**src/rtl/deser_pkg.sv**
```systemverilog
// Shared types and constants for the serial-to-parallel frame controller.
package deser_pkg;

    localparam int unsigned DEF_N    = 8;
    localparam int unsigned DEF_WCW  = 8;
    localparam int unsigned DEF_DIVW = 8;

    typedef enum logic [1:0] {
        IDLE  = 2'd0,
        RUN   = 2'd1,
        FLUSH = 2'd2
    } state_t;

    // Bit counter width; never less than one bit.
    function automatic int unsigned cnt_width(input int unsigned n);
        return (n <= 2) ? 1 : $clog2(n);
    endfunction

endpackage

```
**src/rtl/deser_shift.sv**
```systemverilog
// N-bit MSB-first shift register with shift enable and synchronous clear.
module deser_shift
    import deser_pkg::*;
#(
    parameter int unsigned N = DEF_N
) (
    input  logic         clk,
    input  logic         reset,
    input  logic         clear,
    input  logic         shift_en,
    input  logic         ser_in,
    output logic [N-1:0] q
);

    always_ff @(posedge clk) begin
        if (reset || clear) begin
            q <= '0;
        end else if (shift_en) begin
            q <= {q[N-2:0], ser_in};
        end
    end

endmodule

```
**src/rtl/deser_frame_ctrl.sv**
```systemverilog
// Frame sequencer: bit-rate divider, bit/word counters and a valid/ready
// output register around the deser_shift datapath.
module deser_frame_ctrl
    import deser_pkg::*;
#(
    parameter int unsigned N    = DEF_N,
    parameter int unsigned WCW  = DEF_WCW,
    parameter int unsigned DIVW = DEF_DIVW
) (
    input  logic            clk,
    input  logic            reset,
    input  logic            start,
    input  logic            abort,
    input  logic [WCW-1:0]  num_words,
    input  logic [DIVW-1:0] clk_div,
    input  logic            ser_in,
    output logic            bit_tick,
    output logic [N-1:0]    out_data,
    output logic            out_valid,
    input  logic            out_ready,
    output logic            busy,
    output logic            done,
    output logic            overrun
);

    localparam int unsigned BCW = cnt_width(N);

    state_t          state;
    logic [DIVW-1:0] div_cnt;
    logic [DIVW-1:0] div_inc;
    logic [DIVW-1:0] clk_div_r;
    logic [BCW-1:0]  bit_cnt;
    logic [WCW-1:0]  word_cnt;
    logic [WCW-1:0]  word_inc;
    logic [WCW-1:0]  num_words_r;
    logic [N-1:0]    shift_q;
    logic [N-1:0]    word_next;
    logic            accept;
    logic            kill;
    logic            handshake;
    logic            word_done;
    logic            last_word;

    always_comb begin
        accept    = (state == IDLE) && start && (num_words != '0);
        kill      = (state != IDLE) && abort;
        handshake = out_valid && out_ready;
        div_inc   = div_cnt + 1'b1;
        word_inc  = word_cnt + 1'b1;
        word_done = bit_tick && (bit_cnt == BCW'(N - 1));
        last_word = word_done && (word_inc == num_words_r);
        word_next = {shift_q[N-2:0], ser_in};
    end

    assign busy = (state != IDLE);

    deser_shift #(.N(N)) u_shift (
        .clk      (clk),
        .reset    (reset),
        .clear    (accept || kill),
        .shift_en (bit_tick),
        .ser_in   (ser_in),
        .q        (shift_q)
    );

    // bit_tick is registered: it is precomputed from the divider value the
    // next cycle will hold, so it is high exactly when div_cnt == clk_div_r.
    always_ff @(posedge clk) begin
        if (reset) begin
            state       <= IDLE;
            div_cnt     <= '0;
            clk_div_r   <= '0;
            bit_cnt     <= '0;
            word_cnt    <= '0;
            num_words_r <= '0;
            bit_tick    <= 1'b0;
            out_data    <= '0;
            out_valid   <= 1'b0;
            done        <= 1'b0;
            overrun     <= 1'b0;
        end else begin
            done <= 1'b0;
            if (kill) begin
                state     <= IDLE;
                div_cnt   <= '0;
                bit_cnt   <= '0;
                word_cnt  <= '0;
                bit_tick  <= 1'b0;
                out_valid <= 1'b0;
            end else begin
                case (state)
                    IDLE: begin
                        bit_tick <= 1'b0;
                        if (accept) begin
                            num_words_r <= num_words;
                            clk_div_r   <= clk_div;
                            overrun     <= 1'b0;
                            div_cnt     <= '0;
                            bit_cnt     <= '0;
                            word_cnt    <= '0;
                            bit_tick    <= (clk_div == '0);
                            state       <= RUN;
                        end else if (start) begin
                            done <= 1'b1;
                        end
                    end
                    RUN: begin
                        if (handshake) begin
                            out_valid <= 1'b0;
                        end
                        if (bit_tick) begin
                            div_cnt  <= '0;
                            bit_tick <= (clk_div_r == '0);
                            if (word_done) begin
                                bit_cnt   <= '0;
                                word_cnt  <= word_inc;
                                out_data  <= word_next;
                                out_valid <= 1'b1;
                                if (out_valid && !out_ready) begin
                                    overrun <= 1'b1;
                                end
                                if (last_word) begin
                                    bit_tick <= 1'b0;
                                    state    <= FLUSH;
                                end
                            end else begin
                                bit_cnt <= bit_cnt + 1'b1;
                            end
                        end else begin
                            div_cnt  <= div_inc;
                            bit_tick <= (div_inc == clk_div_r);
                        end
                    end
                    FLUSH: begin
                        bit_tick <= 1'b0;
                        if (handshake) begin
                            out_valid <= 1'b0;
                            done      <= 1'b1;
                            div_cnt   <= '0;
                            bit_cnt   <= '0;
                            word_cnt  <= '0;
                            state     <= IDLE;
                        end
                    end
                    default: begin
                        state    <= IDLE;
                        bit_tick <= 1'b0;
                    end
                endcase
            end
        end
    end

endmodule

```
**config.mk**
```make
export PLATFORM = sky130hd
export DESIGN_NAME = deser_frame_ctrl
export DESIGN_NICKNAME = d
export VERILOG_FILES = /design/src/rtl/deser_pkg.sv /design/src/rtl/deser_shift.sv /design/src/rtl/deser_frame_ctrl.sv
export SDC_FILE = /design/constraint.sdc
export NUM_CORES = 1
export LEC_CHECK = 0
export CAP_MARGIN = 20
export CORE_UTILIZATION = 50
export DETAILED_ROUTE_END_ITERATION = 8
export PLACE_DENSITY = 0.73
export SYNTH_ARGS = -nofsm -noshare
export SYNTH_HDL_FRONTEND = slang
export SYNTH_HIERARCHICAL = 1
export SYNTH_SLANG_ARGS = --single-unit
export TNS_END_PERCENT = 30
```
**constraint.sdc**
```tcl
create_clock -name clk -period 2.55 [get_ports clk]
set_input_delay 0.765 -clock clk [delete_from_list [all_inputs] [get_ports clk]]
set_output_delay 0.765 -clock clk [all_outputs]
set_load 0.03 [all_outputs]
```
==> results.txt <==
First-pass GRT wire length -> 11400 µm
Number of global-route vias before repair -> 2516
Post-synth net total -> 384
# port buffers -> 34
Crit path DAT -> 2.70 ns
Ant. Diodes -> 0
Max-cap violations -> 0
Mean Syn Cell Area -> 8.21 µm²
DP Area -> 3390 µm²
Worst hold endpoint -> num_words_r[5]
Area grow syn2layout -> 20.2%
Final core utilization -> 0.631
Die X -> 78.2 µm
Nets -> 427
Crit Path Class -> in -> reg
R2R cell count -> 7
Final Max Tran Viols -> 0
Initial DRC Count -> 128
Worst-case clock buffer depth -> 2
Reg-to-Reg End -> state[0]
Initial antenna violation count -> 0
Core area -> 5540 µm²
CTS tree -> built
Drt first pass iters -> 4
CTS buffer count -> 5
Clock transition at path regs -> 0.11 ns
Post-CTS setup buffers -> 0
Fraction of layout cells with a size suffix above 1 -> 0.106
Hold_sp -> num_words_r[5]
Root Buffer -> clkbuf_8
Startpoint types -> primary input
Gate Count Post-Synth -> 354
Num rows -> 27
Placer Congestion -> 0.888
Io pins -> 35
Gr ovfl total -> 0
Finished Cell Area -> 3490 µm²
CP Capture Type -> flip-flop
Fin. Hold Viols -> 0
DIE AREA -> 6120 µm²
Period utilization -> 0.959
Largest net degree at the start of global routing -> 27
Reg2reg start -> word_cnt[1]
Peak supply drop -> 0.471 mV
WL final -> 6600 µm
Residual DRC -> 0
Clock Latency Late Sink -> 0.32 ns
Slew margin rel. -> 0.647
Maximum clock rate -> 0.409 GHz
Initial core utilization -> 0.524
Worst EP required -> 2.81 ns
Gr usage total -> 0.234
Post-Syn Area -> 2910 µm²
H-tree lvl count -> 2
Final ANT Viol Nets -> 0
Hold Path Class -> reg -> reg
R2R Setup Slk -> 0.25 ns
Unrepaired setup endpoints after global routing -> no
Clock Skew -> 0.00379 ns
Worst slew pin tran -> 0.528 ns
Leakage -> 1.28 nW
Total vias in the final route -> 2603
Ys Warns -> 6
Post-DP HPWL -> 5020 µm
Die height -> 78.2 µm
Power density over cell area -> 653 nW/µm²
Fin crit period -> 2.44 ns
Total power -> 2.28 mW
Final setup viols -> 0
Clk sinks -> 56
Hold Path Depth -> 2
Status -> complete, no violations
Critical path fanouts, max -> 7
Vias per inst -> 5.54
WL/cell -> 14.0 µm
-- worst max-delay path, stage by stage --
cell and delay [ns]:
clkdlybuf4s50_1 0.43, or4_1 0.57, nor2_1 0.16, nor2_1 0.07, or2_2 0.29, or2_4 0.29
nor2_1 0.13
-- registers in the layout (all words and copies together), names as in the netlist --
signal and cells:
bit_cnt 3, bit_tick 1, clk_div_r 8, div_cnt 8
done 1, num_words_r 8, out_data 8, out_valid 1
overrun 1, state 2, u_shift/q 7, word_cnt 8
-- power breakdown --
group,leakage (nW),switching (mW),internal (mW),total [mW]
clock network,0.0511,0.327,0.208,0.536
registers,0.454,0.0547,0.928,0.983
logic,0.779,0.448,0.316,0.764
-- stage by stage --
step	hold slack, ns	cells	setup TNS, ns	worst slack, ns
CTS	0.481	470	0	0.0582
detailed placement	0.466	462	-6.49	-0.288
global route	0.512	470	0	0.0331
finish	0.482	470	0	0.105
global placement	0.457	462	-4.94	-0.226
floorplan	0.442	354	0	0.160
-- metal layers --
layer	share of wire	vias up	global-route usage
met5	0	-	0
met4	0.013	0	0.0648
met3	0.046	9	0.0430
met2	0.46	61	0.392
met1	0.48	1208	0.306
li1	-	1325	-
-- cells in the final DEF (no fill, tap or decap), types with 5 or more instances in the layout --
cell type	n
dfxtp_1	56
nand2_1	45
a21oi_1	42
nor2_1	40
clkdlybuf4s50_1	33
o21ai_0	20
buf_4	18
mux2i_1	16
xnor2_1	14
nand3_1	9
ha_1	8
nor4_1	7
nand3b_1	7
and3_1	6
xor2_1	6
inv_1	5
nand2b_1	5
clkbuf_8	5
-- worst max-delay path by stage --
stage	to	depth (start not counted)	slack, ns	start
3_5_place_dp	u_shift/q[4]	7	-0.29	num_words[4]
5_1_grt	word_cnt[0]	8	0.03	num_words[4]
3_3_place_gp	u_shift/q[6]	7	-0.23	num_words[3]
2_1_floorplan	u_shift/q[0]	7	0.16	num_words[3]
4_1_cts	u_shift/q[4]	7	0.06	num_words[4]
6_report	u_shift/q[4]	7	0.11	num_words[4]
-- repair_timing --
| item | in CTS | in global routing |
|---|---|---|
| endpoints found under the setup margin | 1 | 6 |
| gates resized for setup | 1 | 2 |
| hold buffers | 0 | 0 |
-- layout make-up --
type,instances,area [µm²]
Tap cell,72,90.1
Sequential cell,56,1120
Clock inverter,3,28.8
Timing Repair Buffer,54,505
Inverter,6,22.5
Clock buffer,5,68.8
Multi-Input combinational cell,274,1660
Fill cell,497,2050
(Power assumes the default switching activity.)
